`config.mk`:
```
export PLATFORM = sky130hd
export DESIGN_NAME = req_gnt_if
export DESIGN_NICKNAME = d
export VERILOG_FILES = /design/src/rtl/req_gnt_if.sv
export SDC_FILE = /design/constraint.sdc
export NUM_CORES = 1
export LEC_CHECK = 0
export ABC_CLOCK_PERIOD_IN_PS = 1650
export BUFFER_PORTS_ARGS = -buffer_cell sky130_fd_sc_hd__clkbuf_2
export CAP_MARGIN = 20
export CELL_PAD_IN_SITES_DETAIL_PLACEMENT = 1
export CELL_PAD_IN_SITES_GLOBAL_PLACEMENT = 2
export CORE_MARGIN = 1.5
export CORE_UTILIZATION = 27
export CTS_CLUSTER_DIAMETER = 100
export DETAILED_ROUTE_END_ITERATION = 6
export HOLD_SLACK_MARGIN = 0.15
export PLACE_DENSITY_LB_ADDON = 0.15
export SKIP_CTS_REPAIR_TIMING = 1
export SLEW_MARGIN = 15
export SYNTH_ARGS = -nofsm -noshare
export SYNTH_HDL_FRONTEND = slang
export SYNTH_SLANG_ARGS = --single-unit
```
`constraint.sdc`:
```
create_clock -name clk -period 1.65 [get_ports clk]
set_input_delay 0.2475 -clock clk [delete_from_list [all_inputs] [get_ports clk]]
set_output_delay 0.2475 -clock clk [all_outputs]
set_load 0.03 [all_outputs]
```
`src/rtl/req_gnt_if.sv`:
```
// Request/grant interface adapter: skewed req drive, skewed gnt sample, change and toggle tracking.
// Define REQ_GNT_IF_MON_EN to compile in the grant-wait latency / timeout monitor.
module req_gnt_if #(
   parameter int unsigned W        = 4,
   parameter int unsigned OUT_SKEW = 0,
   parameter int unsigned IN_SKEW  = 1,
   parameter int unsigned TIMEOUT  = 15
) (
   input  logic         clk,
   input  logic         rst,
   input  logic         drv_valid,
   input  logic         drv_req,
   output logic         req,
   input  logic [W-1:0] gnt,
   output logic [W-1:0] gnt_smp,
   output logic         gnt_chg,
   output logic [7:0]   req_tog_cnt,
   output logic [7:0]   lat_cnt,
   output logic         timeout
);

   // Catch skew or timeout values the design cannot honour.
   if (OUT_SKEW > 7 || IN_SKEW > 4 || TIMEOUT > 254) begin : g_bad_param
      $error("req_gnt_if: parameter out of range");
   end

   // req_pipe[0] is the command register; the last stage drives req.
   logic         req_pipe [OUT_SKEW+1];
   logic [W-1:0] gnt_pipe [IN_SKEW+1];

   logic         cmd_nxt_c;
   logic         req_nxt_c;
   logic [W-1:0] smp_nxt_c;

   assign cmd_nxt_c = drv_valid ? drv_req : req_pipe[0];

   // Look one edge ahead so toggles and sample changes are recorded at the edge they occur.
   if (OUT_SKEW == 0) begin : g_req_nxt0
      assign req_nxt_c = cmd_nxt_c;
   end else begin : g_req_nxtn
      assign req_nxt_c = req_pipe[OUT_SKEW-1];
   end

   if (IN_SKEW == 0) begin : g_smp_nxt0
      assign smp_nxt_c = gnt;
   end else begin : g_smp_nxtn
      assign smp_nxt_c = gnt_pipe[IN_SKEW-1];
   end

   assign req     = req_pipe[OUT_SKEW];
   assign gnt_smp = gnt_pipe[IN_SKEW];

   always_ff @(posedge clk) begin
      if (rst) begin
         for (int unsigned i = 0; i <= OUT_SKEW; i++) req_pipe[i] <= 1'b0;
         for (int unsigned i = 0; i <= IN_SKEW; i++)  gnt_pipe[i] <= '0;
         gnt_chg     <= 1'b0;
         req_tog_cnt <= 8'd0;
      end else begin
         req_pipe[0] <= cmd_nxt_c;
         for (int unsigned i = 1; i <= OUT_SKEW; i++) req_pipe[i] <= req_pipe[i-1];
         gnt_pipe[0] <= gnt;
         for (int unsigned i = 1; i <= IN_SKEW; i++)  gnt_pipe[i] <= gnt_pipe[i-1];
         gnt_chg <= (smp_nxt_c != gnt_smp);
         if (req_nxt_c != req) req_tog_cnt <= req_tog_cnt + 8'd1;
      end
   end

`ifdef REQ_GNT_IF_MON_EN
   // Grant-wait monitor: counts cycles with req high and no grant on bit 0.
   logic wait_c;
   assign wait_c = req & ~gnt_smp[0];

   always_ff @(posedge clk) begin
      if (rst) begin
         lat_cnt <= 8'd0;
         timeout <= 1'b0;
      end else if (wait_c) begin
         if (lat_cnt != 8'hFF) lat_cnt <= lat_cnt + 8'd1;
         if (32'(lat_cnt) >= TIMEOUT) timeout <= 1'b1;
      end else begin
         lat_cnt <= 8'd0;
      end
   end
`else
   assign lat_cnt = 8'd0;
   assign timeout = 1'b0;
`endif

endmodule

```
Word-level counts from Yosys, hierarchy flattened

Memory sizes are Yosys's and may differ from the RTL's.
Index checks and enable logic that the tools add are counted.

Add/sub/neg operators: 1
Eq/ne operators: 2
Multiplexer cells: 8
Bitwise gates (word level): 2
Reduce and logical (&&, ||, !) cells: 1

Operators by type and width:

| kind                | number |
|---|---|
| $add 8x1->8 const B | 1 |
| $mux 4              | 2 |
| $mux 1              | 6 |
| $ne 4x4->1          | 1 |
| $or 1x1->1          | 2 |
| $ne 1x1->1          | 1 |
| $reduce_or 1->1     | 1 |

Bits in registers: 9
Bits in writable memories: 9
Bits of input ports: 8
Output and inout port bits: 23
Word-level logic and storage cells: 18
Memories kept: 2

Memory list:

| name     | words | bits a word | read ports | clocked after memory_dff | wr ports | line | RTL |
|---|---|---|---|---|---|---|---|
| gnt_pipe | 2     | 4           | 2          | 0                        | 2        | 29   | `logic [W-1:0] gnt_pipe [IN_SKEW+1];` |
| req_pipe | 1     | 1           | 1          | 0                        | 1        | 28   | `logic req_pipe [OUT_SKEW+1];` |

Depth between registers and ports, before layout

Depth after elaboration: 3
Depth in mapped cells: 4
Depth with buffers taken out: 4

Least setup slack after synthesis

No wires, ideal clock.

Kind: register to register
From: register req_tog_cnt[0]
To: register req_tog_cnt[6]
Arrival: 1.351 ns
Required time: 1.527 ns
Path slack: 0.176 ns
Cell stages (with the launch flop): 5
Period minus slack after synthesis: 1.474 ns
Cells stage by stage: dfxtp_1 ha_1 nand2_1 nor4_1 mux2_1

Longest elaborated chain between the ends: 1

RTL lines:

| what                     | line | RTL |
|---|---|---|
| start: declaration       | 17   | `output logic [7:0] req_tog_cnt,` |
| start signal: assignment | 65   | `if (req_nxt_c != req) req_tog_cnt <= req_tog_cnt + 8'd1;` |
| $add 8x1->8              | 65   |  |

Every way passes these cells.
A chain may end at the register's enable or synchronous reset.

Worst setup path after layout

From: memory req_pipe[0]
To: register req_tog_cnt[7]

Longest elaborated chain between the ends: 3

RTL lines:

| what               | line | RTL |
|---|---|---|
| start: declaration | 28   |  |
| $mem_v2 1x1 (*)    | -    |  |
| $mux 1             | 35   | `assign cmd_nxt_c = drv_valid ? drv_req : req_pipe[0];` |
| $ne 1x1->1 (*)     | 65   |  |

Mark *: on every way between the ends. The rest lies on a longest branch, timed or not.

==> flow_metrics.tcl <==
set metrics [dict create \
    status "complete, but fails checks" \
    violations "DRC" \
    rsz0062_at_grt "no" \
    crit_chain "xnor2_1, buf_4, or4_1, a21oi_1" \
    htreeDepth 1 \
    vias 628 \
    finalCriticalPeriod_ps 1412 \
    vias_per_cell 4.687 \
    final_max_slew_viol_count 0 \
    peakVddDrop_uv 392.7 \
    numCtsBuffers 3 \
    fmax_mhz 708.3 \
    grt_first_pass_wirelength_um 2622 \
    pwr-share-seq 0.542 \
    total_power_w 0.0008524 \
    holdWs_ps 158.6 \
    crit_type "register to register" \
    ys.flop_type "dfxtp_1" \
    place_congestion 0.7221 \
    port_buffers 21 \
    pwr-share-clk 0.318 \
    max_stage_delay_ps 490 \
    cpMaxStageDelayCell "or4_1" \
    finalSetupViolCount 0 \
    overflow 0 \
    nFillCells 354 \
    power_density_nw_per_um2 932.0 \
    maxCapViolCount 0 \
    die_w_um 57.72 \
    area_growth_pct 13.16 \
    wl_um 1496 \
    p_comb_frac 0.140 \
    die_h_um 57.72 \
    drc 2 \
    root_buffer "clkbuf_4" \
    m1WireLength_um 655 \
    path_clk_slew_ps 100 \
    tns_ps 0 \
    ys_ff_latch 18 \
    hold_violations 0 \
    core-area_um2 2805 \
    leakagePower_nw 0.3909 \
    yosys-top-cells-count "dfxtp_1 (18), buf_4 (13), nor2b_1 (10)" \
    met2WireLength_um 734 \
    wl_per_cell_um 11.16 \
    insertion_delay_ps 290 \
    ys_types 26 \
    grt_usage 0.1023 \
    synth_area_um2 808.3 \
    synth_most_common_cell "dfxtp_1" \
    antenna_cells 0 \
    p_int_w 0.0006207 \
    synth_top_area_frac 0.4458 \
    p_sw_w 0.0002317 \
    initial_core_util 0.2881 \
    ant_nets 0 \
    skew_ps 2.416 \
    ys.warnings.count 0 \
    clock_sinks 18 \
    routed.top_layer "met4" \
    final_cells 134 \
    critPathMaxFanout 12 \
    drive_gt1_frac 0.2621 \
    drtIter0Drc 5 \
    yosysTopAreaCell "dfxtp_1" \
    hpwl_um 1112 \
    required_ps 1880 \
    grt_max_degree 21 \
    synth-edff-count 0 \
    fin_nets 113 \
    syn_area_per_cell_um2 9.509 \
    ys_async_sr_fraction 0 \
    die-area_um2 3331 \
    period_share 0.8556 \
    ios 31 \
    cts_tree "done" \
    ys_top_cells_by_area "dfxtp_1 (45%), buf_4 (12%), nor2b_1 (7.7%)" \
    end_kind "register" \
    grt_pass1_vias 585 \
    p_sw_frac 0.2718 \
    antenna_found_initial 0 \
    dr_wl_met3_um 89 \
    placed_cells 130 \
    rows 19 \
    fin_util 0.3260 \
    crit_arrival_ps 1640 \
    synth_cells 85 \
    cts.path.max_buffers 2 \
    cp-start-kind "register" \
    dr.pass1.iters 6 \
    ys_seq_area_frac 0.4458 \
    hold_path.class "input pin to register" \
]
[worst max-delay path: cells and delay by family (launching register included)]
kind / cells / cell delay (ps)
simple gates: 1 / 490
flops: 1 / 340
buf+inv: 1 / 190
xor+xnor: 1 / 170
compound gates: 1 / 150
[through the flow]
stage,cell area [um^2],setup WS (ps)
2_1_floorplan,838.3,175.6
3_3_place_gp,878.3,274.1
3_5_place_dp,878.3,233.8
4_1_cts,914.6,234.3
5_1_grt,914.6,143.5
6_report,914.6,238.2
[registers in the layout, summed over array words and instances, names as in the netlist]
register and flops:
req_pipe 1, gnt_chg 1, req_tog_cnt 8, gnt_pipe 8
[routing by layer]
layer,vias to the layer above,track usage
li1,307,-
met1,298,0.1217
met2,21,0.1688
met3,2,0.04911
met4,0,0.01993
met5,-,0
[cell type report]
type | instances | area, um^2 | area share
multi-input cells | 58 | 362.8 | 0.3967
flip-flops and latches | 18 | 360.3 | 0.3940
repair buffers | 22 | 112.6 | 0.1231
well taps | 31 | 38.79 | 0.04241
clock buffers | 4 | 36.28 | 0.03967
inverters | 1 | 3.754 | 0.004104
[worst paths after layout]
| path | endpoint | slack, ps | startpoint | cells past startpoint |
|---|---|---|---|---|
| setup reg to reg | req_tog_cnt[7]$_SDFFE_PP0P_ | 240 | req_pipe[0]$_SDFF_PP0_ | 4 |
| hold / removal | gnt_pipe[0][0]$_SDFF_PP0_ | 160 | gnt[0] | 2 |
| setup / recovery | req_tog_cnt[7]$_SDFFE_PP0P_ | 240 | req_pipe[0]$_SDFF_PP0_ | 4 |
| hold reg to reg | gnt_pipe[0][7]$_SDFF_PP0_ | 480 | gnt_pipe[0][3]$_SDFF_PP0_ | 1 |
[power by group through the flow]
stage | sequential (W) | clock [W] | combinational (W)
finish | 0.000462 | 0.000271 | 0.000119
global route | 0.000464 | 0.000301 | 0.000131
CTS | 0.000462 | 0.000283 | 0.000120
detailed placement | 0.000472 | 0 | 0.000120
global placement | 0.000472 | 0 | 0.000119
floorplan | 0.000485 | 0 | 0.0000976
[cell usage in the layout (no fill, tap or decap)]
master     n
a21oi_1    6
a41oi_1    1
buf_4      1
clkbuf_2  21
clkbuf_4   3
clkbuf_8   1
conb_1     9
dfxtp_1   18
ha_1       1
inv_1      1
mux2_1     2
mux2i_1    1
nand2_1    2
nand3_1    1
nand3b_1   1
nand4_1    2
nand4_2    1
nor2_1     3
nor2b_1   10
nor3b_1    1
nor4_1     1
o21ai_0    3
o21ai_1    1
o31ai_1    2
or3_1      3
or4_1      2
xnor2_1    5
[cells by family after synthesis]
kind of cell	count (synthesis)	synth area share
XOR/XNOR	5	0.05418
other	1	0.004640
multiplexers	3	0.04025
flip-flops	18	0.4458
buffers and inverters	17	0.1424
adder cells (fa/ha/maj)	1	0.01548
AND/OR/NAND/NOR	27	0.2059
AO/OA/AOI/OAI	13	0.09132
Note: power is estimated with default switching activity, not from simulation.
